**config.mk**
```make
export PLATFORM = sky130hd
export DESIGN_NAME = paddle_ctrl
export DESIGN_NICKNAME = d
export VERILOG_FILES = /design/src/rtl/paddle_ctrl.sv
export SDC_FILE = /design/constraint.sdc
export NUM_CORES = 1
export LEC_CHECK = 0
export BUFFER_PORTS_ARGS = -buffer_cell sky130_fd_sc_hd__buf_2
export CORE_MARGIN = 1
export CORE_UTILIZATION = 65
export DETAILED_ROUTE_END_ITERATION = 16
export PLACE_DENSITY = 0.94
export SYNTH_ARGS = -nofsm -noshare
export SYNTH_HDL_FRONTEND = slang
export SYNTH_SLANG_ARGS = --single-unit
```
**constraint.sdc**
```tcl
create_clock -name vga_clk -period 14.5 [get_ports vga_clk]
set_clock_uncertainty 0.15 [all_clocks]
set_input_delay 0 -clock vga_clk [delete_from_list [all_inputs] [get_ports vga_clk]]
set_output_delay 0 -clock vga_clk [all_outputs]
set_load 0.1 [all_outputs]
```
**src/rtl/paddle_ctrl.sv**
```systemverilog
// paddle_ctrl: vertical paddle position controller for the pong playfield.
// A free-running divider produces move ticks; on each tick a three-state
// direction FSM (IDLE/UP/DN) moves the paddle by a step that ramps up while
// the same direction is held. Direction comes from the keys or, in AI mode,
// from comparing the ball y against the paddle centre. All outputs are
// registered and change on the edge that ends the tick cycle.
module paddle_ctrl #(
  parameter int X_POS      = 55,
  parameter int Y_INIT     = 200,
  parameter int PADDLE_LEN = 80,
  parameter int Y_MIN      = 10,
  parameter int Y_MAX      = 390,
  parameter int DIV_SLOW   = 190000,
  parameter int DIV_FAST   = 80000,
  parameter int STEP_MIN   = 2,
  parameter int STEP_MAX   = 6,
  parameter int RAMP_TICKS = 8,
  parameter int DEADBAND   = 4
) (
  input  logic       vga_clk,
  input  logic       sys_rst,
  input  logic [1:0] key_n,
  input  logic       fast,
  input  logic       recenter,
  input  logic       ai_en,
  input  logic [9:0] ball_y,
  output logic [9:0] body_x,
  output logic [9:0] body_y,
  output logic       moving,
  output logic       at_top,
  output logic       at_bottom
);

  localparam int DIV_BIG = (DIV_SLOW > DIV_FAST) ? DIV_SLOW : DIV_FAST;
  localparam int DIV_W   = $clog2(DIV_BIG + 1);
  localparam int STEP_W  = $clog2(STEP_MAX + 1);
  localparam int RUN_W   = (RAMP_TICKS > 1) ? $clog2(RAMP_TICKS) : 1;

  localparam logic [DIV_W-1:0]  DIV_SLOW_M1 = DIV_W'(DIV_SLOW - 1);
  localparam logic [DIV_W-1:0]  DIV_FAST_M1 = DIV_W'(DIV_FAST - 1);
  localparam logic [STEP_W-1:0] STEP_MIN_W  = STEP_W'(STEP_MIN);
  localparam logic [STEP_W-1:0] STEP_MAX_W  = STEP_W'(STEP_MAX);
  localparam logic [RUN_W-1:0]  RUN_LAST    = RUN_W'(RAMP_TICKS - 1);
  localparam logic [10:0]       Y_MIN_W     = 11'(Y_MIN);
  localparam logic [10:0]       Y_MAX_W     = 11'(Y_MAX);
  localparam logic [10:0]       HALF_LEN_W  = 11'(PADDLE_LEN / 2);
  localparam logic [10:0]       DEAD_W      = 11'(DEADBAND);
  localparam logic [9:0]        Y_INIT_10   = 10'(Y_INIT);
  localparam logic [9:0]        Y_MIN_10    = 10'(Y_MIN);
  localparam logic [9:0]        Y_MAX_10    = 10'(Y_MAX);
  localparam logic [9:0]        X_POS_10    = 10'(X_POS);

  // IDLE doubles as the "no request" value of the direction request.
  typedef enum logic [1:0] {
    IDLE = 2'd0,
    UP   = 2'd1,
    DN   = 2'd2
  } state_t;

  state_t             state_q, state_d, req;
  logic [DIV_W-1:0]   div_cnt_q, div_cnt_d, div_lim;
  logic               tick;
  logic [STEP_W-1:0]  step_q, step_d, move_amt;
  logic [RUN_W-1:0]   run_cnt_q, run_cnt_d;
  logic [9:0]         y_d;
  logic [10:0]        cur_y, sum_y, up_floor, centre, ball_w;

  // Move-tick divider: ">=" so a slow-to-fast switch never overshoots the new period.
  always_comb begin
    div_lim   = fast ? DIV_FAST_M1 : DIV_SLOW_M1;
    tick      = (div_cnt_q >= div_lim);
    div_cnt_d = tick ? '0 : div_cnt_q + 1'b1;
  end

  // Direction request from the keys, or from ball tracking with a deadband in AI mode.
  always_comb begin
    req    = IDLE;
    centre = {1'b0, body_y} + HALF_LEN_W;
    ball_w = {1'b0, ball_y};
    if (ai_en) begin
      if (ball_w > centre + DEAD_W)      req = DN;
      else if (ball_w + DEAD_W < centre) req = UP;
    end else begin
      case (key_n)
        2'b10:   req = DN;
        2'b01:   req = UP;
        default: req = IDLE;
      endcase
    end
  end

  // FSM next state, step ramp and saturating move; recenter overrides any tick.
  always_comb begin
    state_d   = state_q;
    step_d    = step_q;
    run_cnt_d = run_cnt_q;
    move_amt  = '0;
    cur_y     = {1'b0, body_y};
    sum_y     = '0;
    up_floor  = '0;
    y_d       = body_y;
    if (recenter) begin
      state_d   = IDLE;
      step_d    = STEP_MIN_W;
      run_cnt_d = '0;
      y_d       = Y_INIT_10;
    end else if (tick) begin
      if (req == IDLE) begin
        state_d   = IDLE;
        step_d    = STEP_MIN_W;
        run_cnt_d = '0;
      end else begin
        if (req != state_q) begin
          // New direction or reversal restarts the ramp.
          state_d   = req;
          step_d    = STEP_MIN_W;
          run_cnt_d = '0;
          move_amt  = STEP_MIN_W;
        end else begin
          move_amt = step_q;
          if (run_cnt_q == RUN_LAST) begin
            run_cnt_d = '0;
            step_d    = (step_q >= STEP_MAX_W) ? STEP_MAX_W : step_q + 1'b1;
          end else begin
            run_cnt_d = run_cnt_q + 1'b1;
          end
        end
        sum_y    = cur_y + 11'(move_amt);
        up_floor = Y_MIN_W + 11'(move_amt);
        if (req == DN) begin
          y_d = (sum_y > Y_MAX_W) ? Y_MAX_10 : sum_y[9:0];
        end else begin
          // Compare before subtracting so the position can never wrap below zero.
          y_d = (cur_y < up_floor) ? Y_MIN_10 : 10'(cur_y - 11'(move_amt));
        end
      end
    end
  end

  // State, ramp, divider and registered outputs.
  always_ff @(posedge vga_clk) begin
    if (sys_rst) begin
      div_cnt_q <= '0;
      state_q   <= IDLE;
      step_q    <= STEP_MIN_W;
      run_cnt_q <= '0;
      body_y    <= Y_INIT_10;
      body_x    <= X_POS_10;
      moving    <= 1'b0;
      at_top    <= (Y_INIT_10 == Y_MIN_10);
      at_bottom <= (Y_INIT_10 == Y_MAX_10);
    end else begin
      div_cnt_q <= div_cnt_d;
      state_q   <= state_d;
      step_q    <= step_d;
      run_cnt_q <= run_cnt_d;
      body_y    <= y_d;
      body_x    <= X_POS_10;
      moving    <= (state_d != IDLE);
      at_top    <= (y_d == Y_MIN_10);
      at_bottom <= (y_d == Y_MAX_10);
    end
  end

endmodule

```
==> impl_metrics.tcl, run 1 <==
set metrics [dict create \
    outcome "completed" \
    synth_top_family_by_area "simple AND/OR/NAND/NOR gates" \
    hold_class "primary input to flip-flop" \
    routed_via_density 6.47 \
    power_density_mw_per_mm2 54.0 \
    min_period_ps 7890 \
    syn2layout_area_growth_pct 5.20 \
    rr_startpoint "body_y[3]" \
    fin_nets 563 \
    ant_nets 0 \
    io_buffers 29 \
    tightest_slew_ps 759 \
    antenna_cells 0 \
    synthCells 472 \
    cts_hold_buf 3 \
    drt-wirelength-per-cell_um 17.1 \
    combPwrFrac 0.186 \
    cpMaxStageDelayCell "dfxtp_1" \
    vias 3658 \
    die-area_mm2 0.00623 \
    initialDrtViolationCount 329 \
    clock_latency_ps 290 \
    grt_first_pass_wirelength_um 15800 \
    fin_ws_ps 6610 \
    intPower_uw 151 \
    synth_warnings 0 \
    critical_path.max_fanout 15 \
    final_max_slew_viol_count 0 \
    slew-limit-headroom 0.490 \
    multiInputGateArea_mm2 0.00283 \
    yosysMostFrequentCell "nor2_1" \
    grt_max_degree 21 \
    cts_made_buffers 5 \
    synthXorXnorAreaFrac 0.0865 \
    grt_overflow 0 \
    critPathKind "flip-flop to flip-flop" \
    fill_cells 470 \
    power_uw 218 \
    required_ps 14530 \
    pwr-share-seq 0.496 \
    cts_setup_buffers 0 \
    setup_viol 0 \
    fin_area_mm2 0.00405 \
    p_leak_nw 1.68 \
    crit_start "body_y[3]" \
    switching_share 0.307 \
    ys_top_cells_by_area "dfxtp_1 (20%), ha_1 (16%), nor2_1 (5.7%), xnor2_1 (5.0%), xor2_1 (3.6%)" \
    wl_um 9680 \
    synth_edf_count 0 \
    crit_path_frequent_cell "ha_1" \
    die_w_um 78.9 \
    placed_cell_area_mm2 0.00394 \
    fp.coreArea_mm2 0.00561 \
    cp_slowest_stage_delay_ps 700 \
    antenna_found_initial 0 \
    yosys.area_share.simple 0.258 \
    critPathCaptureType "flip-flop" \
    cts_resized 0 \
    htreeDepth 2 \
    yosysTopAreaCell "dfxtp_1" \
    yosys.area_share.adder 0.175 \
    drive_gt1_frac 0.112 \
    crit_chain "inv_1 > ha_1 > nand2_1 > a211o_1 > xnor2_1 > ha_1 > a21o_1 > a211oi_1 > o221ai_1 > o311ai_4 > nand2_4 > nor4b_2 > nor2_1 > or2_2 > ha_1 > a211oi_1 > nor3_1 > or3b_1 > and3_1 > o32ai_2 > and2_4 > a221o_1 > nor2_1 > dlygate4sd3_1" \
    boundaryPins 40 \
    reg2reg_to "body_y[8]" \
    path_depth 24 \
    clock_power_share 0.318 \
    cp_top_family "compound AO/OA/AOI/OAI gates" \
    cts_tree "yes" \
    pre_cts_ws_ps 6870 \
    synth_cell_types 73 \
    regArea_um2 781 \
    muxShareOfSynthArea 0.0107 \
    reg2reg_slack_ps 6610 \
    arrival_ps 7920 \
    fmax_mhz 127 \
    initial_utilization 0.686 \
    setup_tns_ps 0 \
    clock_sinks 39 \
    min_path_cells 7 \
    ys_ff_latch 39 \
    post-route-period-util 0.544 \
    rsz0062_at_grt "no" \
    std_cell_rows 27 \
    postSynth.asyncResetShare 0 \
    drtPass1Iterations 7 \
    post-route-util 0.722 \
    place_congestion 1.04 \
    yosysSeqAreaShare 0.203 \
    p_sw_uw 67.0 \
    avgSynthCellArea_um2 8.15 \
    grt_pass1_vias 3422 \
    cp-endpoint "body_y[8]" \
    dpl.hpwl_um 7600 \
    clkTransAtPathRegs_ps 80 \
    drc 0 \
    die_h_um 78.9 \
    maxCapViolations 0 \
    hold_violations 0 \
    synth_compound_area_frac 0.195 \
    cp_num_buf_inv 2 \
    cp-start-kind "flip-flop" \
    rr_worst_depth 24 \
    ys_top_cells_by_count "nor2_1 (58), ha_1 (49), dfxtp_1 (39)" \
    synth_area_mm2 0.00385 \
    synth_ff_type "dfxtp_1" \
    grt_usage 0.323 \
    clockBufferDepth 2 \
    irDropWorstVdd_mv 0.0458 \
    cts-root-buf "clkbuf_8" \
    netlist.area_leader.share 0.203 \
]
[worst register-to-register path: stages, from the launching register on]
cell,delay [ps]
dfxtp_1,700
inv_1,250
ha_1,400
nand2_1,90
a211o_1,370
xnor2_1,180
ha_1,350
a21o_1,170
a211oi_1,310
o221ai_1,280
o311ai_4,210
nand2_4,190
nor4b_2,450
nor2_1,140
or2_2,380
ha_1,340
a211oi_1,500
nor3_1,200
or3b_1,420
and3_1,190
o32ai_2,470
and2_4,240
a221o_1,190
nor2_1,60
dlygate4sd3_1,550
[power by group through the flow]
stage	combinational, mW	sequential [mW]	clock [mW]
final	0.0407	0.108	0.0695
after global routing	0.0437	0.108	0.0751
after CTS	0.0402	0.108	0.0712
after global placement	0.0381	0.111	0
after detailed placement	0.0396	0.111	0
after floorplan	0.0333	0.111	0
[state kept, by name, indices dropped and copies added, names as in the netlist]
register	cells
at_bottom	1
at_top	1
body_y	10
div_cnt_q	18
moving	1
run_cnt_q	3
state_q	2
step_q	3
[kinds of logic (layout without fill, tap and decap cells)]
group / Yosys count / count (layout)
XOR/XNOR: 38 / 38
buffers and inverters: 51 / 64
multiplexers: 4 / 4
AO/OA/AOI/OAI: 93 / 93
other: 2 / 10
flip-flops: 39 / 39
adder cells (fa/ha/maj): 52 / 52
AND/OR/NAND/NOR: 193 / 193
[how the worst min path moves through the flow]
stage / startpoint / end / slack (ps)
2_1_floorplan: sys_rst / body_y[8] / -80
5_1_grt: ai_en / state_q[0] / 270
4_1_cts: ai_en / state_q[1] / 200
6_report: key_n[0] / state_q[0] / 200
3_3_place_gp: sys_rst / body_y[8] / 100
3_5_place_dp: sys_rst / body_y[8] / 110
[metal layers]
metal	track usage	vias to the layer above	share of wire	routed length, um
li1	-	1727	-	-
met3	0.0701	62	0.075	724
met4	0.156	0	0.044	427
met2	0.579	180	0.48	4690
met1	0.359	1689	0.40	3840
met5	0	-	0	0
[cells in the final DEF, fill, tap and decap left out, types with 4 or more instances in the layout]
cell type,n
a21o_1,6
o211ai_1,4
nor4_1,4
ha_1,49
dfxtp_1,39
nand2_1,29
clkbuf_8,5
or4_1,4
xor2_1,16
nor3_1,12
inv_1,26
and3_1,6
nand4_1,12
nand2b_1,10
or3_1,8
nand3_1,23
o21a_1,7
buf_2,29
nor2_1,58
xnor2_1,22
conb_1,10
a211oi_1,5
or2_2,5
and2_1,5
a21oi_1,13
o21ai_0,15
[layout make-up]
class                   count  share of cell area
multi-input cells         390               0.699
flip-flops and latches     39               0.193
clock buffers               5              0.0170
well taps                  72              0.0223
repair buffers             32              0.0433
clock inverters             1             0.00186
inverters                  26              0.0241
[stage by stage]
stage	cells	hold WS, ps
4_1_cts	565	204
6_report	565	203
2_1_floorplan	480	-77.6
3_5_place_dp	556	108
3_3_place_gp	556	100
5_1_grt	565	271
Power figures use the tool's default switching activity.
==> run 2: changes to the inputs <==
- CORE_UTILIZATION: 65 -> 55
- PLACE_DENSITY: 0.94 -> 0.85
- clock period: 14.5 -> 6.7 ns (I/O delays scaled with it)
==> impl_metrics.tcl, run 2 (synthesized netlist as in run 1, its figures left out) <==
set metrics [dict create \
    grt_max_degree 21 \
    std_cell_rows 30 \
    arrival_ps 6640 \
    cts-root-buf "clkbuf_8" \
    top_regs "div_cnt_q (18), body_y (10)" \
    fp.coreArea_mm2 0.00676 \
    tightest_slew_ps 655 \
    fill_cells 519 \
    cp_slowest_stage_delay_ps 560 \
    pwr-share-seq 0.439 \
    grt_pass1_vias 3548 \
    outcome "completed" \
    hold_violations 0 \
    setup_viol 0 \
    dpl.hpwl_um 7310 \
    critPathKind "flip-flop to flip-flop" \
    switching_share 0.305 \
    initial_utilization 0.569 \
    cp-start-kind "flip-flop" \
    placed_cell_area_mm2 0.00406 \
    initialDrtViolationCount 279 \
    multiInputGateArea_mm2 0.00301 \
    maxCapViolations 0 \
    place_congestion 0.957 \
    final_common_cell "nor2_1" \
    regArea_um2 803 \
    p_leak_nw 1.83 \
    grt_usage 0.271 \
    htreeDepth 2 \
    setup_tns_ps 0 \
    regMostFlops "div_cnt_q" \
    die-area_mm2 0.00733 \
    clock_sinks 39 \
    p_sw_uw 161 \
    fin_area_mm2 0.00448 \
    die_w_um 85.6 \
    clock_power_share 0.384 \
    fmax_mhz 153 \
    vias 3763 \
    intPower_uw 368 \
    grt_first_pass_wirelength_um 16100 \
    grt_overflow 0 \
    critPathCaptureType "flip-flop" \
    combPwrFrac 0.177 \
    drtPass1Iterations 7 \
    io_buffers 29 \
    largest_reg_flops 18 \
    antenna_found_initial 0 \
    pre_cts_ws_ps -76.2 \
    boundaryPins 40 \
    required_ps 6780 \
    wl_um 10200 \
    cts_tree "yes" \
    min_period_ps 6560 \
    syn2layout_area_growth_pct 16.4 \
    final_cell_mix "nor2_1 (55), ha_1 (45), dfxtp_1 (31)" \
    holdWs_ps 175 \
    drc 0 \
    slew-limit-headroom 0.562 \
    power_density_mw_per_mm2 118 \
    instances_no_fill 598 \
    hold_class "primary input to flip-flop" \
    critical_path.max_fanout 8 \
    drt-wirelength-per-cell_um 17.1 \
    place_inst 574 \
    final_max_slew_viol_count 0 \
    clock_latency_ps 300 \
    cpMaxStageDelayCell "or4_4" \
    irDropWorstVdd_mv 0.156 \
    drive_gt1_frac 0.228 \
    antenna_cells 0 \
    cts_made_buffers 5 \
    post-route-period-util 0.979 \
    clockBufferDepth 2 \
    die_h_um 85.6 \
    clkTransAtPathRegs_ps 90 \
    cp_num_buf_inv 4 \
    fin_nets 586 \
    ant_nets 0 \
    fin_ws_ps 143 \
    crit_path_frequent_cell "ha_1" \
    cp_top_family "compound AO/OA/AOI/OAI gates" \
    routed_via_density 6.29 \
]
==> run 2: final timing paths <==
path	from	endpoint	slack (ps)	cells after the start
setup / recovery	body_y[3]	at_top	140	27
hold / removal	key_n[0]	state_q[0]	180	7
setup reg to reg	body_y[3]	at_top	140	27
hold reg to reg	div_cnt_q[0]	div_cnt_q[0]	290	1
==> run 2: worst min-delay path, stage by stage <==
cell and delay [ps]:
buf_2 80, nand2b_1 70, nor2_1 80, a21oi_1 80, nor2_1 100, mux2i_1 90
nor2_1 90
==> run 2: per-stage QoR <==
stage / power [mW] / utilization
floorplan: 0.310 / -
global placement: 0.324 / 0.601
detailed placement: 0.326 / 0.601
CTS: 0.527 / 0.629
global route: 0.549 / 0.663
finish: 0.529 / 0.663
==> run 2: power by group through the flow <==
stage                     sequential (mW)  combinational [mW]  clock [mW]
after global placement              0.238              0.0860           0
after floorplan                     0.237              0.0729           0
after CTS                           0.232              0.0895       0.205
after detailed placement            0.238              0.0881           0
after global routing                0.233               0.101       0.215
final                               0.232              0.0936       0.203
==> run 2: cell type report <==
type	count	share of cell area
Tap cell	80	0.0224
Timing Repair Buffer	55	0.0766
Multi-Input combinational cell	390	0.673
Inverter	26	0.0226
Sequential cell	39	0.179
Clock buffer	7	0.0240
Clock inverter	1	0.00196
==> run 2: routing by layer <==
metal | wire, um | global-route usage | vias up
met1 | 4160 | 0.323 | 1770
met5 | 0 | 0 | -
met3 | 614 | 0.0452 | 43
met4 | 356 | 0.115 | 0
met2 | 5080 | 0.482 | 177
li1 | - | - | 1773
==> run 2: repair_timing <==
item	in CTS	in global routing
pin swaps	0	10
gates cloned	0	0
hold buffers	2	0
buffers inserted	2	12
setup endpoints to repair	2	5
endpoints found under the hold margin	4	0
gates resized for setup	5	27
==> run 3: changes to the inputs <==
- CORE_ASPECT_RATIO: unset -> 1.1
==> impl_metrics.tcl, run 3 (synthesized netlist as in run 1, its figures left out) <==
set metrics [dict create \
    hold_class "primary input to flip-flop" \
    cp_slowest_stage_delay_ps 550 \
    wl_um 10000 \
    cts_tree "yes" \
    setup_tns_ps 0 \
    ant_nets 0 \
    final_cell_mix "nor2_1 (58), ha_1 (47), dfxtp_1 (31)" \
    rr_startpoint "body_y[4]" \
    crit_start "body_y[4]" \
    power_density_mw_per_mm2 109 \
    slew-limit-headroom 0.549 \
    drt-wirelength-per-cell_um 16.7 \
    clock_sinks 39 \
    syn2layout_area_growth_pct 13.3 \
    grt_pass1_vias 3504 \
    final_common_cell "nor2_1" \
    largest_reg_flops 18 \
    htreeDepth 2 \
    post-route-period-util 0.980 \
    irDropWorstVdd_mv 0.0922 \
    dpl.hpwl_um 7480 \
    grt_first_pass_wirelength_um 15800 \
    critPathCaptureType "flip-flop" \
    final_max_slew_viol_count 0 \
    top_regs "div_cnt_q (18), body_y (10)" \
    die_h_um 89.7 \
    cts-root-buf "clkbuf_8" \
    drc 0 \
    cts_made_buffers 5 \
    routed_via_density 6.18 \
    cp-start-kind "flip-flop" \
    fmax_mhz 152 \
    antenna_found_initial 0 \
    grt_max_degree 21 \
    p_leak_nw 1.81 \
    antenna_cells 0 \
    clockBufferDepth 2 \
    std_cell_rows 31 \
    initial_utilization 0.577 \
    grt_usage 0.271 \
    die-area_mm2 0.00733 \
    initialDrtViolationCount 333 \
    outcome "completed" \
    fp.coreArea_mm2 0.00667 \
    boundaryPins 40 \
    holdWs_ps 173 \
    min_period_ps 6570 \
    vias 3702 \
    min_from "ai_en" \
    required_ps 6760 \
    power_uw 475 \
    fin_nets 585 \
    setup_viol 0 \
    maxCapViolations 0 \
    clock_latency_ps 290 \
    drive_gt1_frac 0.193 \
    critical_path.max_fanout 11 \
    tightest_slew_ps 674 \
    crit_path_frequent_cell "or3_1" \
    place_congestion 1.01 \
    regMostFlops "div_cnt_q" \
    critPathKind "flip-flop to flip-flop" \
    hold_violations 0 \
    grt_overflow 0 \
    post-route-util 0.653 \
    crit_chain "ha_4 > xor2_2 > or3_4 > nor3_2 > xor2_1 > ha_1 > nand4_1 > or3_1 > o2111a_1 > o311a_4 > or3_1 > a21oi_2 > nor2_1 > or2_4 > fa_2 > nor2b_2 > o2111ai_2 > or3b_1 > a32oi_2 > o32ai_2 > and2_4 > a221o_1 > or4_1 > nor3_1" \
    cpMaxStageDelayCell "or4_1" \
    arrival_ps 6630 \
    io_buffers 29 \
    drtPass1Iterations 7 \
    die_w_um 81.7 \
    clkTransAtPathRegs_ps 70 \
]
[run 3: what timing repair did]
action / CTS / global route
hold buffers: 3 / 0
setup buffers: 0 / 10
gates cloned: 0 / 0
pin swaps: 0 / 3
resized for setup: 3 / 14
setup endpoints to repair: 2 / 5
endpoints found under the hold margin: 5 / 0
[run 3: critical path, delay by kind of cell, from the launching register on]
family	cells	cell delay (ps)
compound gates	7	1450
xor+xnor	2	290
fa+ha+maj	3	930
flops	1	400
simple gates	12	3280
[run 3: per-layer routing]
layer	GRT usage	up-vias	routed length, um
met1	0.308	1703	3940
met2	0.466	169	4980
li1	-	1774	-
met5	0	-	0
met3	0.0457	56	536
met4	0.151	0	569
[run 3: area by class of cell]
cell class / count / area [um2]
sequential: 39 / 803
clock buffer: 6 / 72.6
inverter: 26 / 97.6
timing repair buffer: 54 / 340
fill: 563 / 2310
clock inverter: 2 / 7.51
tap: 82 / 103
multi-input combinational: 390 / 2930
[run 3: through the flow]
stage	instances	setup slack, ps	instance area [um2]
after floorplan	480	3.55	3920
after CTS	589	48.6	4210
after detailed placement	578	-98.0	4080
final	599	133	4360
after global routing	599	-135	4360
after global placement	578	140	4080
[run 3: worst paths after layout]
path / end / slack (ps) / cells after the start
max: at_top / 130 / 24
min: state_q[0] / 170 / 6
max reg2reg: at_top / 130 / 24
min reg2reg: div_cnt_q[0] / 290 / 1
[run 3: where the power goes]
group	total, mW	switching (mW)	internal, mW	leakage (nW)
clock network	0.150	0.0790	0.0710	0.0403
registers	0.232	0.00116	0.231	0.318
logic	0.0931	0.0644	0.0287	1.45
